## config.mk

```make
export PLATFORM = sky130hd
export DESIGN_NAME = dmem_arbiter
export DESIGN_NICKNAME = d
export VERILOG_FILES = /design/src/rtl/dmem_arb_pkg.sv /design/src/rtl/dmem_arbiter_rr_pick2.sv /design/src/rtl/dmem_arbiter.sv
export SDC_FILE = /design/constraint.sdc
export NUM_CORES = 1
export LEC_CHECK = 0
export CAP_MARGIN = 20
export CORE_UTILIZATION = 32
export DETAILED_ROUTE_END_ITERATION = 12
export PLACE_DENSITY = 0.84
export SETUP_SLACK_MARGIN = 0.4
export SLEW_MARGIN = 20
export SYNTH_ARGS = -nofsm -noshare
export SYNTH_HDL_FRONTEND = slang
export SYNTH_SLANG_ARGS = --single-unit
export TNS_END_PERCENT = 30
```

## constraint.sdc

```tcl
create_clock -name clk -period 1.8 [get_ports clk]
set_input_delay 0.36 -clock clk [delete_from_list [all_inputs] [get_ports clk]]
set_output_delay 0.36 -clock clk [all_outputs]
set_load 0.01 [all_outputs]
```

## src/rtl/dmem_arb_pkg.sv

```systemverilog
// Shared types and constants for the two-port data-memory arbiter.
package dmem_arb_pkg;

  typedef enum logic [1:0] {
    ST_IDLE   = 2'd0,
    ST_ACCESS = 2'd1,
    ST_RESP   = 2'd2
  } state_t;

  localparam logic PORT_CPU = 1'b0;
  localparam logic PORT_LDR = 1'b1;

  localparam int unsigned DEF_DEPTH = 256;
  localparam int unsigned AW        = 32;
  localparam int unsigned DW        = 32;

endpackage

```

## src/rtl/dmem_arbiter_rr_pick2.sv

```systemverilog
// Two-requester winner selection: round-robin on ties, or fixed priority to port 0.
module rr_pick2
  import dmem_arb_pkg::*;
(
  input  logic [1:0] i_req,
  input  logic       i_last_served,
  input  logic       i_fixed,
  output logic       o_grant_valid_c,
  output logic       o_grant_idx_c
);

  always_comb begin
    o_grant_valid_c = |i_req;
    o_grant_idx_c   = i_req[0] ? PORT_CPU : PORT_LDR;
    // On a tie the port that was not served last goes next.
    if (&i_req) begin
      o_grant_idx_c = i_fixed ? PORT_CPU : ~i_last_served;
    end
  end

endmodule

```

## src/rtl/dmem_arbiter.sv

```systemverilog
// Shares one single-ported DMEM between the CPU port (0) and the loader port (1),
// one registered access at a time with a one-cycle ack per access.
module dmem_arbiter
  import dmem_arb_pkg::*;
#(
  parameter int unsigned DEPTH          = DEF_DEPTH,
  parameter bit          FIXED_PRIORITY = 1'b0
) (
  input  logic          clk,
  input  logic          SYS_reset,
  input  logic          req0,
  input  logic          req1,
  input  logic          we0,
  input  logic          we1,
  input  logic [AW-1:0] addr0,
  input  logic [AW-1:0] addr1,
  input  logic [DW-1:0] wdata0,
  input  logic [DW-1:0] wdata1,
  output logic          ack0,
  output logic          ack1,
  output logic          err0,
  output logic          err1,
  output logic [DW-1:0] rdata,
  output logic          busy,
  output logic [AW-1:0] DMEM_address,
  output logic [DW-1:0] DMEM_data_in,
  output logic          DMEM_mem_write,
  output logic          DMEM_mem_read,
  input  logic [DW-1:0] DMEM_data_out
);

  state_t        r_state, w_state_nxt;
  logic          r_owner, w_owner_nxt;
  logic          r_range_err, w_range_err_nxt;
  logic          r_last_served, w_last_served_nxt;
  logic [DW-1:0] r_rdata, w_rdata_nxt;
  logic          r_ack0, w_ack0_nxt;
  logic          r_ack1, w_ack1_nxt;
  logic          r_err0, w_err0_nxt;
  logic          r_err1, w_err1_nxt;
  logic          r_busy, w_busy_nxt;
  logic [AW-1:0] r_dmem_addr, w_dmem_addr_nxt;
  logic [DW-1:0] r_dmem_din, w_dmem_din_nxt;
  logic          r_dmem_wr, w_dmem_wr_nxt;
  logic          r_dmem_rd, w_dmem_rd_nxt;

  logic          w_grant_valid;
  logic          w_grant_idx;
  logic          w_sel_we;
  logic          w_sel_err;
  logic [AW-1:0] w_sel_addr;
  logic [DW-1:0] w_sel_wdata;

  rr_pick2 u_pick (
    .i_req           ({req1, req0}),
    .i_last_served   (r_last_served),
    .i_fixed         (FIXED_PRIORITY),
    .o_grant_valid_c (w_grant_valid),
    .o_grant_idx_c   (w_grant_idx)
  );

  assign w_sel_we    = (w_grant_idx == PORT_LDR) ? we1    : we0;
  assign w_sel_addr  = (w_grant_idx == PORT_LDR) ? addr1  : addr0;
  assign w_sel_wdata = (w_grant_idx == PORT_LDR) ? wdata1 : wdata0;
  assign w_sel_err   = (w_sel_addr >= AW'(DEPTH));

  // Next-state and registered-output logic; DMEM drive is only non-zero for the ACCESS cycle.
  always_comb begin
    w_state_nxt       = r_state;
    w_owner_nxt       = r_owner;
    w_range_err_nxt   = r_range_err;
    w_last_served_nxt = r_last_served;
    w_rdata_nxt       = r_rdata;
    w_busy_nxt        = r_busy;
    w_ack0_nxt        = 1'b0;
    w_ack1_nxt        = 1'b0;
    w_err0_nxt        = 1'b0;
    w_err1_nxt        = 1'b0;
    w_dmem_addr_nxt   = '0;
    w_dmem_din_nxt    = '0;
    w_dmem_wr_nxt     = 1'b0;
    w_dmem_rd_nxt     = 1'b0;

    case (r_state)
      ST_IDLE: begin
        if (w_grant_valid) begin
          w_owner_nxt       = w_grant_idx;
          w_last_served_nxt = w_grant_idx;
          w_range_err_nxt   = w_sel_err;
          w_dmem_addr_nxt   = w_sel_addr;
          w_dmem_din_nxt    = w_sel_wdata;
          w_dmem_wr_nxt     = w_sel_we & ~w_sel_err;
          w_dmem_rd_nxt     = ~w_sel_we & ~w_sel_err;
          w_busy_nxt        = 1'b1;
          w_state_nxt       = ST_ACCESS;
        end
      end
      ST_ACCESS: begin
        w_rdata_nxt = r_dmem_rd ? DMEM_data_out : '0;
        w_ack0_nxt  = (r_owner == PORT_CPU);
        w_ack1_nxt  = (r_owner == PORT_LDR);
        w_err0_nxt  = (r_owner == PORT_CPU) & r_range_err;
        w_err1_nxt  = (r_owner == PORT_LDR) & r_range_err;
        w_busy_nxt  = 1'b1;
        w_state_nxt = ST_RESP;
      end
      ST_RESP: begin
        w_busy_nxt  = 1'b0;
        w_state_nxt = ST_IDLE;
      end
      default: begin
        w_busy_nxt  = 1'b0;
        w_state_nxt = ST_IDLE;
      end
    endcase
  end

  always_ff @(posedge clk) begin
    if (SYS_reset) begin
      r_state       <= ST_IDLE;
      r_owner       <= PORT_CPU;
      r_range_err   <= 1'b0;
      r_last_served <= PORT_LDR;
      r_rdata       <= '0;
      r_ack0        <= 1'b0;
      r_ack1        <= 1'b0;
      r_err0        <= 1'b0;
      r_err1        <= 1'b0;
      r_busy        <= 1'b0;
      r_dmem_addr   <= '0;
      r_dmem_din    <= '0;
      r_dmem_wr     <= 1'b0;
      r_dmem_rd     <= 1'b0;
    end else begin
      r_state       <= w_state_nxt;
      r_owner       <= w_owner_nxt;
      r_range_err   <= w_range_err_nxt;
      r_last_served <= w_last_served_nxt;
      r_rdata       <= w_rdata_nxt;
      r_ack0        <= w_ack0_nxt;
      r_ack1        <= w_ack1_nxt;
      r_err0        <= w_err0_nxt;
      r_err1        <= w_err1_nxt;
      r_busy        <= w_busy_nxt;
      r_dmem_addr   <= w_dmem_addr_nxt;
      r_dmem_din    <= w_dmem_din_nxt;
      r_dmem_wr     <= w_dmem_wr_nxt;
      r_dmem_rd     <= w_dmem_rd_nxt;
    end
  end

  assign ack0           = r_ack0;
  assign ack1           = r_ack1;
  assign err0           = r_err0;
  assign err1           = r_err1;
  assign rdata          = r_rdata;
  assign busy           = r_busy;
  assign DMEM_address   = r_dmem_addr;
  assign DMEM_data_in   = r_dmem_din;
  assign DMEM_mem_write = r_dmem_wr;
  assign DMEM_mem_read  = r_dmem_rd;

endmodule

```

==> results_dict.tcl <==
set metrics [dict create \
    globalRouteOverflowTotal 0 \
    power_density_nw_per_um2 764 \
    clockRootBuffer "clkbuf_16" \
    hold_viol 0 \
    numCtsBuffers 9 \
    crit_chain "clkdlybuf4s50_1" \
    p_sw_share_pct 24.3 \
    h-tree-depth 3 \
    place_hpwl_um 9740 \
    antenna_cells 0 \
    cp_max_fo 1 \
    fp.dieH_um 110 \
    cp_num_buf_inv 1 \
    cp_slowest_cell "clkdlybuf4s50_1" \
    ys_seq_area_share_pct 57.6 \
    fill_cells 929 \
    seqPwrFrac_pct 46.3 \
    max_freq_mhz 644 \
    cp-start-kind "flop" \
    grt_first_pass_wirelength_um 18800 \
    routed_wl_um 13300 \
    grt_pass1_vias 3914 \
    clock_sinks 108 \
    synthTopCellsByArea "dfxtp_1 (58%), nand2_1 (13%), a21oi_1 (8.7%)" \
    worstPathArrival_ns 1.19 \
    setup_viol 0 \
    p_sw_mw 1.33 \
    yosys_warnings 0 \
    path_clk_slew_ns 0.07 \
    synthTopCellsByCount "nand2_1 (133), dfxtp_1 (108), a21oi_1 (65)" \
    synth_seq_cells 108 \
    yosys.cell_types.count 29 \
    drtIter0Drc 229 \
    port_buffers 268 \
    top_layer "met4" \
    fin_nets 862 \
    avgSynthCellArea_um2 8.99 \
    synthCells 418 \
    worstHoldPathType "in2reg" \
    min_period_ns 1.55 \
    synth-edff-count 0 \
    worstPathRequired_ns 1.44 \
    syn_nets 584 \
    die_w_um 110 \
    critPathMaxStageDelay_ns 0.54 \
    maxSlewHeadroom_pct 81.1 \
    clock_latency_ns 0.34 \
    min_period_over_period_pct 86.3 \
    end_kind "output pin" \
    worst_pin_slew_ns 0.281 \
    p_int_mw 4.14 \
    io_pins 269 \
    area_growth_pct 90.4 \
    multiInputGateArea_um2 1560 \
    p_clk_share_pct 35.7 \
    cts_tree "yes" \
    drc 0 \
    wl_per_cell_um 15.8 \
    core_region_area_um2 11400 \
    fp-row-count 39 \
    drive_gt1_share_pct 11.6 \
    initial_core_util_pct 32.9 \
    worstSetupPathType "reg2out" \
    finalHoldWorstSlack_ns 0.282 \
    via_count 4124 \
    ant_nets 0 \
    vias_per_cell 4.89 \
    syn_area_um2 3760 \
    cts_buffer_depth 2 \
    utilization_pct 62.6 \
    place.gp.congestion 0.876 \
    die_area_um2 12200 \
    cpLargestDelayFamily "buffers and inverters" \
    wl_met1_um 4770 \
    antenna_found_initial 0 \
    yosysTopAreaCellShare_pct 57.6 \
    hold_buffers 0 \
    yosys.area.top_type "dfxtp_1" \
    ys.flop_type "dfxtp_1" \
    drt_first_pass_iters 4 \
    regArea_um2 2160 \
    peakVddDrop_mv 0.716 \
    async_flop_share_pct 0 \
    leakage_nw 3.65 \
    fin_skew_ns 0.0105 \
    cap_viol_max_count 0 \
    wl_met3_um 1410 \
    slew_violations 0 \
    grt_max_degree 43 \
    p_comb_share_pct 18.0 \
    rsz0062_at_grt "true" \
    status "completed" \
    synth.most_common_cell "nand2_1" \
    dr_wl_met2_um 6760 \
    grt.total_usage_pct 20.3 \
]
flip-flops by register name (all words and copies together) (netlist names), 2 cells and up:
signal	cells
rdata	32
DMEM_data_in	32
r_state	2
DMEM_address	32
through the flow:
step	setup slack, ns	instance area, um^2	power [mW]	setup TNS [ns]	cells
floorplan	0.427	3760	2.88	0	418
global placement	-0.240	6760	3.57	-0.649	825
detailed placement	-0.265	6760	3.59	-0.953	825
CTS	0.222	7040	5.53	0	842
global route	0.201	7150	5.70	0	844
finish	0.247	7150	5.47	0	844
logic make-up after synthesis:
group | after synthesis | share of synthesized area [%]
buf+inv | 31 | 3.76
simple gates | 176 | 21.1
compound gates | 102 | 17.3
flops | 108 | 57.6
mux | 1 | 0.300
path summary, 6_finish.rpt:
kind	start	endpoint	slack [ns]	depth (start not counted)
worst max register to register	r_last_served	DMEM_mem_read	0.45	4
worst min register to register	r_range_err	err0	0.45	2
worst max-delay path	DMEM_address[20]	DMEM_address[20]	0.25	1
worst min-delay path	addr1[13]	DMEM_address[13]	0.28	3
layout by cell type, fill, tap and decap left out, types with 2 or more instances in the layout:
| cell | synthesis | routed |
|---|---|---|
| buf_4 | 4 | 21 |
| buf_2 | 8 | 2 |
| nand4_1 | 3 | 3 |
| nor4_2 | 4 | 12 |
| dfxtp_1 | 108 | 108 |
| nor4_1 | 18 | 8 |
| a22o_1 | 32 | 32 |
| a21oi_1 | 65 | 64 |
| dlymetal6s2s_1 | 0 | 49 |
| nand2_1 | 133 | 133 |
| and2_1 | 2 | 2 |
| clkbuf_16 | 0 | 9 |
| nor3_1 | 2 | 2 |
| clkbuf_2 | 0 | 13 |
| buf_12 | 0 | 6 |
| nor2_1 | 6 | 6 |
| clkdlybuf4s15_1 | 0 | 3 |
| inv_1 | 3 | 3 |
| clkdlybuf4s50_1 | 0 | 146 |
| dlygate4sd2_1 | 0 | 54 |
| clkbuf_1 | 14 | 2 |
| nor4_4 | 0 | 2 |
tightest hold or removal path, cell delays in order:
cell and delay [ns]:
clkbuf_2 0.11, nand2_1 0.06, a21oi_1 0.05
power by group through the flow:
stage	Combinational (mW)	Sequential, mW	Clock (mW)
6_report	0.984	2.53	1.95
5_1_grt	1.06	2.54	2.09
4_1_cts	0.985	2.53	2.01
3_5_place_dp	1.01	2.59	0
3_3_place_gp	0.990	2.58	0
2_1_floorplan	0.249	2.63	0
area by class of cell:
cell class / count / share of cell area [%]
timing repair buffer: 295 / 41.1
sequential: 108 / 30.2
multi-input combinational: 279 / 21.9
clock buffer: 11 / 3.25
tap: 143 / 2.50
clock inverter: 5 / 0.840
inverter: 3 / 0.157
repair_timing:
action | CTS | global route
endpoints found under the hold margin | 0 | 0
gates cloned | 0 | 0
resized for setup | 91 | 82
buffers inserted | 1 | 2
endpoints found under the setup margin | 172 | 106
pin swaps | 16 | 19
routing by layer:
metal / vias up / track usage [%]
met5: - / 0
met3: 32 / 7.70
met2: 226 / 34.8
met4: 0 / 9.21
met1: 1874 / 22.0
li1: 1992 / -
(Power assumes the default switching activity.)
